$ cat config.mk
export PLATFORM = sky130hd
export DESIGN_NAME = nor_quad_arbiter
export DESIGN_NICKNAME = d
export VERILOG_FILES = /design/src/rtl/nor_quad_arbiter.sv
export SDC_FILE = /design/constraint.sdc
export NUM_CORES = 1
export LEC_CHECK = 0
export ABC_AREA = 1
export CORE_MARGIN = 1
export CORE_UTILIZATION = 51
export CTS_BUF_LIST = sky130_fd_sc_hd__clkbuf_4 sky130_fd_sc_hd__clkbuf_8
export CTS_CLUSTER_SIZE = 16
export DETAILED_ROUTE_END_ITERATION = 10
export PLACE_DENSITY = 0.95
export SYNTH_ARGS = -nofsm -noshare
export SYNTH_HDL_FRONTEND = slang
export SYNTH_SLANG_ARGS = --single-unit
$ cat constraint.sdc
create_clock -name CLK -period 3.46 [get_ports CLK]
set_input_delay 0.692 -clock CLK [delete_from_list [all_inputs] [get_ports CLK]]
set_output_delay 0.692 -clock CLK [all_outputs]
set_load 0.01 [all_outputs]
$ cat src/rtl/nor_quad_arbiter.sv
// Round-robin arbiter giving four requesters time-shared access to one
// external quad 2-input NOR gate. The winner's operand slices drive the gate
// for HOLD_CYCLES cycles. The gate output is then captured into Y_OUT, and the
// winner receives a one-cycle ACK.
module nor_quad_arbiter #(
   parameter int unsigned HOLD_CYCLES = 1
) (
   input  logic        CLK,
   input  logic        RST,
   input  logic [3:0]  REQ,
   input  logic [15:0] REQ_A,
   input  logic [15:0] REQ_B,
   output logic [3:0]  GNT,
   output logic [3:0]  ACK,
   output logic [3:0]  Y_OUT,
   output logic [3:0]  G_A,
   output logic [3:0]  G_B,
   input  logic [3:0]  G_Y,
   output logic        BUSY
);

   localparam int unsigned N_REQ  = 4;
   localparam int unsigned LANE_W = 4;
   localparam int unsigned IDX_W  = 2;
   localparam int unsigned CNT_W  = 4;

   typedef enum logic [1:0] {
      ST_IDLE  = 2'd0,
      ST_DRIVE = 2'd1,
      ST_DONE  = 2'd2
   } state_t;

   state_t              r_state;
   state_t              w_state_nxt;
   logic [CNT_W-1:0]    r_cnt,  w_cnt_nxt;
   logic [IDX_W-1:0]    r_ptr,  w_ptr_nxt;
   logic [IDX_W-1:0]    r_idx,  w_idx_nxt;
   logic [N_REQ-1:0]    r_gnt,  w_gnt_nxt;
   logic [N_REQ-1:0]    r_ack,  w_ack_nxt;
   logic [LANE_W-1:0]   r_y,    w_y_nxt;
   logic [LANE_W-1:0]   r_ga,   w_ga_nxt;
   logic [LANE_W-1:0]   r_gb,   w_gb_nxt;
   logic                r_busy, w_busy_nxt;
   logic                w_found;
   logic [IDX_W-1:0]    w_pick;
   logic [IDX_W-1:0]    w_cand;

   // First active request at or above the pointer, wrapping 3 -> 0
   always_comb begin
      w_found = 1'b0;
      w_pick  = r_ptr;
      w_cand  = r_ptr;
      for (int unsigned k = 0; k < N_REQ; k++) begin
         w_cand = IDX_W'(r_ptr + IDX_W'(k));
         if (!w_found && REQ[w_cand]) begin
            w_found = 1'b1;
            w_pick  = w_cand;
         end
      end
   end

   // State register
   always_ff @(posedge CLK) begin
      if (RST) r_state <= ST_IDLE;
      else     r_state <= w_state_nxt;
   end

   // Next-state logic
   always_comb begin
      w_state_nxt = r_state;
      case (r_state)
         ST_IDLE:  if (w_found) w_state_nxt = ST_DRIVE;
         ST_DRIVE: if (r_cnt == CNT_W'(1)) w_state_nxt = ST_DONE;
         ST_DONE:  w_state_nxt = ST_IDLE;
         default:  w_state_nxt = ST_IDLE;
      endcase
   end

   // Next values of the registered outputs and datapath
   always_comb begin
      w_cnt_nxt = r_cnt;
      w_ptr_nxt = r_ptr;
      w_idx_nxt = r_idx;
      w_gnt_nxt = r_gnt;
      w_ack_nxt = '0;
      w_y_nxt   = r_y;
      w_ga_nxt  = r_ga;
      w_gb_nxt  = r_gb;
      case (r_state)
         ST_IDLE: begin
            if (w_found) begin
               w_idx_nxt = w_pick;
               w_gnt_nxt = N_REQ'(1) << w_pick;
               w_ga_nxt  = REQ_A[{w_pick, 2'b00} +: LANE_W];
               w_gb_nxt  = REQ_B[{w_pick, 2'b00} +: LANE_W];
               w_cnt_nxt = CNT_W'(HOLD_CYCLES);
            end
         end
         ST_DRIVE: begin
            w_cnt_nxt = r_cnt - CNT_W'(1);
            if (r_cnt == CNT_W'(1)) begin
               w_y_nxt   = G_Y;
               w_ack_nxt = N_REQ'(1) << r_idx;
            end
         end
         ST_DONE: begin
            w_gnt_nxt = '0;
            w_ptr_nxt = IDX_W'(r_idx + IDX_W'(1));
         end
         default: begin
            w_gnt_nxt = '0;
         end
      endcase
      w_busy_nxt = (w_state_nxt != ST_IDLE);
   end

   // Datapath and output registers; reset aborts any transaction
   always_ff @(posedge CLK) begin
      if (RST) begin
         r_cnt  <= '0;
         r_ptr  <= '0;
         r_idx  <= '0;
         r_gnt  <= '0;
         r_ack  <= '0;
         r_y    <= '0;
         r_ga   <= '0;
         r_gb   <= '0;
         r_busy <= 1'b0;
      end else begin
         r_cnt  <= w_cnt_nxt;
         r_ptr  <= w_ptr_nxt;
         r_idx  <= w_idx_nxt;
         r_gnt  <= w_gnt_nxt;
         r_ack  <= w_ack_nxt;
         r_y    <= w_y_nxt;
         r_ga   <= w_ga_nxt;
         r_gb   <= w_gb_nxt;
         r_busy <= w_busy_nxt;
      end
   end

   assign GNT   = r_gnt;
   assign ACK   = r_ack;
   assign Y_OUT = r_y;
   assign G_A   = r_ga;
   assign G_B   = r_gb;
   assign BUSY  = r_busy;

endmodule
==> results by group, run 1 <==
Outcome
  • Status: finished clean

Logic synthesis
  • Sequential share of the synthesized area: 0.336
  • Synth Area per Inst: between 6 and 7 um2
  • Syn nets: about 350
  • Mapped cell area: 1850 um2
  • Number of distinct library cells after synthesis: 28
  • Gate count after technology mapping: roughly 300
  • Yosys warnings: 0
  • Synthesized flop and latch total: 31

Floorplan
  • Ports: 63
  • Die width: 62.2 um
  • Initial core utilization: 0.541
  • Core area: between 3000 and 4000 um2
  • Die area: 3870 um2
  • # rows: 21
  • Die Ht: a little over 60 um

Cells and area
  • Final core utilization: 0.743
  • Ant diodes: 0
  • Final net count: about 400
  • Ratio of cells with drive above 1 in the final layout: 0.0744
  • Storage element area: 621 um2
  • Area delta synth->final: 37.3%
  • Non-Filler Instances: 409
  • Filler instances: 290
  • Area occupied by multi-input gates: 1040 um2

Worst setup path
  • Critical path capture point type: flop
  • CP Launch Point: r_ptr[0]
  • Reg2Reg Depth: 14
  • CP Data Arrival Time: 2.88 ns
  • Required @ worst endpoint: 3.76 ns
  • Worst reg2reg startpoint: r_ptr[0]
  • CP max FO: 20
  • Critical path launch point type: flop
  • Worst Setup Path Type: reg2reg

Clock network
  • CTS tree: built
  • Root buffer selected by CTS: clkbuf_4
  • Post-CTS Setup Inserts: 0
  • CTS Hold Bufs: 0
  • CTS Buf Count: 5
  • H-tree level count: 2
  • Worst-case clock buffer depth: 2
  • # resized after CTS: 0
  • Worst-skew pair later-pin latency: 0.34 ns
  • Clock transition at path regs: 0.11 ns
  • Clock Sinks: 31

Routing
  • Final WL: 4630 um
  • Pre-antenna DRT Iters: 5
  • WL/cell: 11.3 um
  • Iter 0 DRT Violations: 154
  • Vias/cell: 5.09
  • DR vias: about 2,100
  • Antenna Nets Post-Route: 0
  • DRC violations left: 0

Global route
  • Largest net degree at the start of global routing: 21
  • Number of global-route vias before repair: 1,859
  • Initial antenna violation count: 0
  • Gr usage total: 0.242
  • Global-route wire length before repair: 7710 um
  • Overflow after GRT: 0

Power
  • Max VDD drop: between 0.3 and 0.4 mV
  • Power Density: 462 nW/um2
  • Lkg Pwr: 1.23 nW

Timing
  • Minimum clock period: 2.58 ns
  • Final setup viols: 0
  • Tightest Pin Transition: 0.439 ns
  • Tcrit/Tclk final: 0.744
  • Setup TNS: 0 ns
  • Worst clock skew: between 0.01 and 0.015 ns
  • Slew headroom: 0.707
  • Worst Slack Setup Final: 0.884 ns
  • Final Max Slew Viols: 0
  • RSZ-0062 raised after global routing: false
  • Max Clock Freq: 388 MHz
  • Fin. Hold Viols: 0

Worst hold path
  • Worst min path class: reg2reg
  • Min-Delay Path Depth: 2
  • Worst hold start: GNT[2]

Placed design
  • Post-DP HPWL: between 3000 and 4000 um
  • DP Worst Slack: 0.580 ns
  • Placer Congestion: 0.858
  • Cell count after placement: about 400
  • Port bufs: 62

Flow run
  • MaxCap Viol Count: 0
-- area by class of cell --
cell class / instances / area share
Sequential cell: 31 / 0.245
Clock buffer: 5 / 0.0148
Clock inverter: 3 / 0.00986
Timing Repair Buffer: 65 / 0.253
Tap cell: 46 / 0.0227
Multi-Input combinational cell: 229 / 0.409
Inverter: 30 / 0.0454
-- flip-flops by register name, indices dropped and copies added (netlist names) --
| register | flops |
|---|---|
| ACK | 4 |
| BUSY | 1 |
| GNT | 4 |
| G_A | 4 |
| G_B | 4 |
| Y_OUT | 4 |
| r_cnt | 4 |
| r_idx | 2 |
| r_ptr | 2 |
| r_state | 2 |
-- cells in the mapped netlist --
cell type | n | share of area
a21oi_1 | 10 | 0.027
nand2_2 | 8 | 0.027
buf_4 | 6 | 0.024
o21ai_0 | 7 | 0.019
nand4_4 | 1 | 0.012
inv_2 | 1 | 0.0020
nor3_4 | 1 | 0.0088
nor3_1 | 2 | 0.0054
nor2_2 | 2 | 0.0068
ha_1 | 2 | 0.014
inv_4 | 1 | 0.0034
o21ai_1 | 1 | 0.0027
xor2_1 | 1 | 0.0047
clkbuf_1 | 2 | 0.0041
a211oi_1 | 1 | 0.0041
buf_2 | 2 | 0.0054
nor2_1 | 34 | 0.069
a31oi_1 | 1 | 0.0034
dfxtp_1 | 31 | 0.34
nor3b_1 | 1 | 0.0041
o211ai_1 | 1 | 0.0041
nand2_1 | 114 | 0.23
buf_6 | 1 | 0.0061
nor4_1 | 1 | 0.0034
or2_2 | 1 | 0.0034
nand3_1 | 39 | 0.11
nand4_2 | 1 | 0.0068
inv_1 | 28 | 0.057
-- worst paths after layout --
check	end	slack, ns
min reg2reg	GNT[2]	0.47
max	G_B[0]	0.88
max reg2reg	G_B[0]	0.88
min	GNT[2]	0.47
-- kinds of logic after synthesis --
group,count (synthesis),synth area share
buffers and inverters,41,0.102
AOI/OAI and AO/OA,21,0.0603
adders and majority gates,2,0.0135
and+or+nand+nor,205,0.483
DFF,31,0.336
xor gates and xnor gates,1,0.00474
-- placed cells by master (no fill, tap or decap), types with 2 or more instances in the layout --
cell and count:
a21oi_1 10, buf_4 3, clkbuf_4 5, clkdlybuf4s50_1 62
clkinv_4 2, dfxtp_1 31, ha_1 2, inv_1 28
nand2_1 114, nand2_2 8, nand3_1 39, nor2_1 34
nor2_2 2, nor3_1 2, o21ai_0 7
-- power breakdown --
part           leakage [nW]  total, W  switching [W]  internal, W
clock                0.0314  0.000222       0.000141    0.0000812
combinational         0.948  0.000497       0.000276     0.000221
sequential            0.255  0.000453      0.0000413     0.000412
total                  1.23   0.00117       0.000458     0.000714
-- metal layers --
metal / GRT usage / wire length, um / vias to the layer above
li1: - / - / 1065
met1: 0.289 / 2020 / 902
met2: 0.415 / 2100 / 103
met3: 0.0662 / 427 / 10
met4: 0.0843 / 78 / 0
met5: 0 / 0 / -
-- metrics by stage --
step | hold slack (ns) | power [W] | cell area, um2
floorplan | 0.431 | 0.000775 | 1850
global placement | 0.448 | 0.000933 | 2470
detailed placement | 0.460 | 0.000949 | 2470
CTS | 0.475 | 0.00117 | 2540
global route | 0.506 | 0.00125 | 2540
finish | 0.472 | 0.00117 | 2540
-- critical path, stage by stage (launching register included) --
cell and delay (ns):
dfxtp_1 0.61, inv_2 0.17, nand2_1 0.12, nand2_2 0.09, nand2_1 0.08, nand2_2 0.08
nor2_2 0.14, nand4_2 0.35, nand2_2 0.46, nand2_1 0.09, nand2_1 0.10, nand2_1 0.07
nand3_1 0.09, nand2_1 0.05, inv_1 0.04
No activity file was read; power rests on OpenSTA's default activity.
==> run 2: changes to the inputs <==
Settings changed: CORE_UTILIZATION 51 to 47, PLACE_DENSITY 0.95 to 0.93.
Clock period 3.46 ns to 2.43 ns, I/O delays scaled along.
==> run 2 against run 1 <==
Effect of this change:
- core utilization shrank 3.6 points
- first-iteration DRC count is 57% higher
- sequential cell count stayed put
- via count is 0.24% higher
- final cell count rose by 1.5%
- global-route usage is 0.21 points higher
- final area up 3.5%
==> results by group, run 2 (synthesis gave the netlist of run 1 again) <==
Worst setup path
  • Worst Setup Path Type: in2reg
  • CP Data Arrival Time: between 2 and 2.5 ns
  • Critical path launch point type: input port
  • Worst reg2reg startpoint: r_ptr[0]
  • CP Launch Point: REQ[3]
  • Critical path capture point type: flop
  • CP max FO: 10
  • Required @ worst endpoint: 2.62 ns

Routing
  • DRC violations left: 0
  • Antenna Nets Post-Route: 0
  • DR vias: about 2,100
  • Vias/cell: roughly 5
  • WL/cell: 11.5 um
  • Final WL: 4750 um
  • Pre-antenna DRT Iters: 4
  • Iter 0 DRT Violations: 242

Floorplan
  • Die area: around 4200 um2
  • Die Ht: 64.7 um
  • Core area: 3720 um2
  • Initial core utilization: 0.497
  • # rows: 22
  • Ports: 63
  • Die width: 64.7 um

Timing
  • Max Clock Freq: 472 MHz
  • Worst clock skew: roughly 0.0043 ns
  • Final Max Slew Viols: 0
  • Slew headroom: 0.726
  • Fin. Hold Viols: 0
  • Final setup viols: 0
  • Setup TNS: 0 ns
  • Tightest Pin Transition: 0.410 ns
  • Minimum clock period: 2.12 ns
  • Tcrit/Tclk final: 0.871
  • RSZ-0062 raised after global routing: false

Cells and area
  • Area delta synth->final: 42.0%
  • Most frequent cells in the layout: nand2_1 (114), clkdlybuf4s50_1 (62), nand3_1 (39), nor2_1 (34), dfxtp_1 (31)
  • Ant diodes: 0
  • Finished Cell Area: 2630 um2
  • Final net count: 410
  • Non-Filler Instances: 415
  • Ratio of cells with drive above 1 in the final layout: 0.0845
  • Most common cell after layout, fill and taps aside: nand2_1

Placed design
  • Placer Congestion: 0.872
  • Post-DP HPWL: 3520 um
  • Area after DPL: 2510 um2
  • Cell count after placement: between 400 and 500
  • Port bufs: 62

Global route
  • Gr usage total: 0.244
  • Number of global-route vias before repair: 1,919
  • Largest net degree at the start of global routing: 21
  • Global-route wire length before repair: approximately 8000 um
  • Overflow after GRT: 0
  • Initial antenna violation count: 0

Clock network
  • Clock transition at path regs: 0.07 ns
  • Worst-case clock buffer depth: 2
  • CTS tree: built
  • Clock Sinks: 31
  • Root buffer selected by CTS: clkbuf_8
  • H-tree level count: 2
  • CTS Buf Count: 5
  • Worst-skew pair later-pin latency: around 0.29 ns

Power
  • Power Density: 717 nW/um2
  • Max VDD drop: 0.525 mV
  • Lkg Pwr: 1.28 nW

Outcome
  • Status: finished clean

Worst hold path
  • Worst hold start: GNT[0]
  • Worst min path class: reg2reg

Flow run
  • MaxCap Viol Count: 0
==> run 2: cell types whose count changed in the layout (fill, tap and decap cells not counted), sizes merged <==
cell      change
bufinv        +1
clkinvlp      -1
buf           +4
==> run 2: per-layer routing <==
metal | part of all wire | GRT usage | wire (um)
met5 | 0 | 0 | 0
met4 | 0.019 | 0.122 | 92
met3 | 0.089 | 0.0651 | 421
met2 | 0.46 | 0.401 | 2180
met1 | 0.43 | 0.290 | 2060
==> run 2: final timing paths <==
check	to	slack (ns)	cells after the start
max	G_A[0]	0.31	14
min	GNT[0]	0.47	2
max reg2reg	G_A[0]	0.36	14
min reg2reg	GNT[0]	0.47	2
==> run 2: power by group <==
part	switching, W	total [W]	internal (W)
logic	0.000396	0.000722	0.000326
clock network	0.000210	0.000514	0.000305
registers	0.0000572	0.000644	0.000587
==> run 2: through the flow <==
stage	setup WS, ns	total power (W)	hold WS [ns]	util
4_1_cts	0.243	0.00189	0.475	0.705
2_1_floorplan	0.747	0.00110	0.431	-
5_1_grt	0.0930	0.00201	0.494	0.706
6_report	0.314	0.00188	0.468	0.706
3_5_place_dp	-0.0448	0.00137	0.457	0.675
3_3_place_gp	0.0814	0.00135	0.448	0.675
==> run 2: area by class of cell <==
cell class              count  area (um2)
well taps                  48        60.1
fillers                   318        1090
flip-flops and latches     31         621
repair buffers             69         673
multi-input cells         229        1040
clock buffers               5        68.8
inverters                  30         115
clock inverters             3        43.8
==> run 2: what timing repair did <==
action	4_1_cts	5_1_grt
hold buffers	0	0
gates resized for setup	0	1
buffers inserted	0	0
setup endpoints to repair	0	3
endpoints found under the hold margin	0	0
==> run 2: worst max-delay path: stages <==
cell	delay, ns
clkdlybuf4s50_1	0.45
nand2_1	0.12
nand3_1	0.11
nand2_2	0.17
nand3_1	0.14
nand2_1	0.11
nand2_2	0.12
buf_4	0.20
nand3_1	0.07
nand2_1	0.06
nand2_1	0.05
nand3_1	0.08
nand2_1	0.08
inv_1	0.04
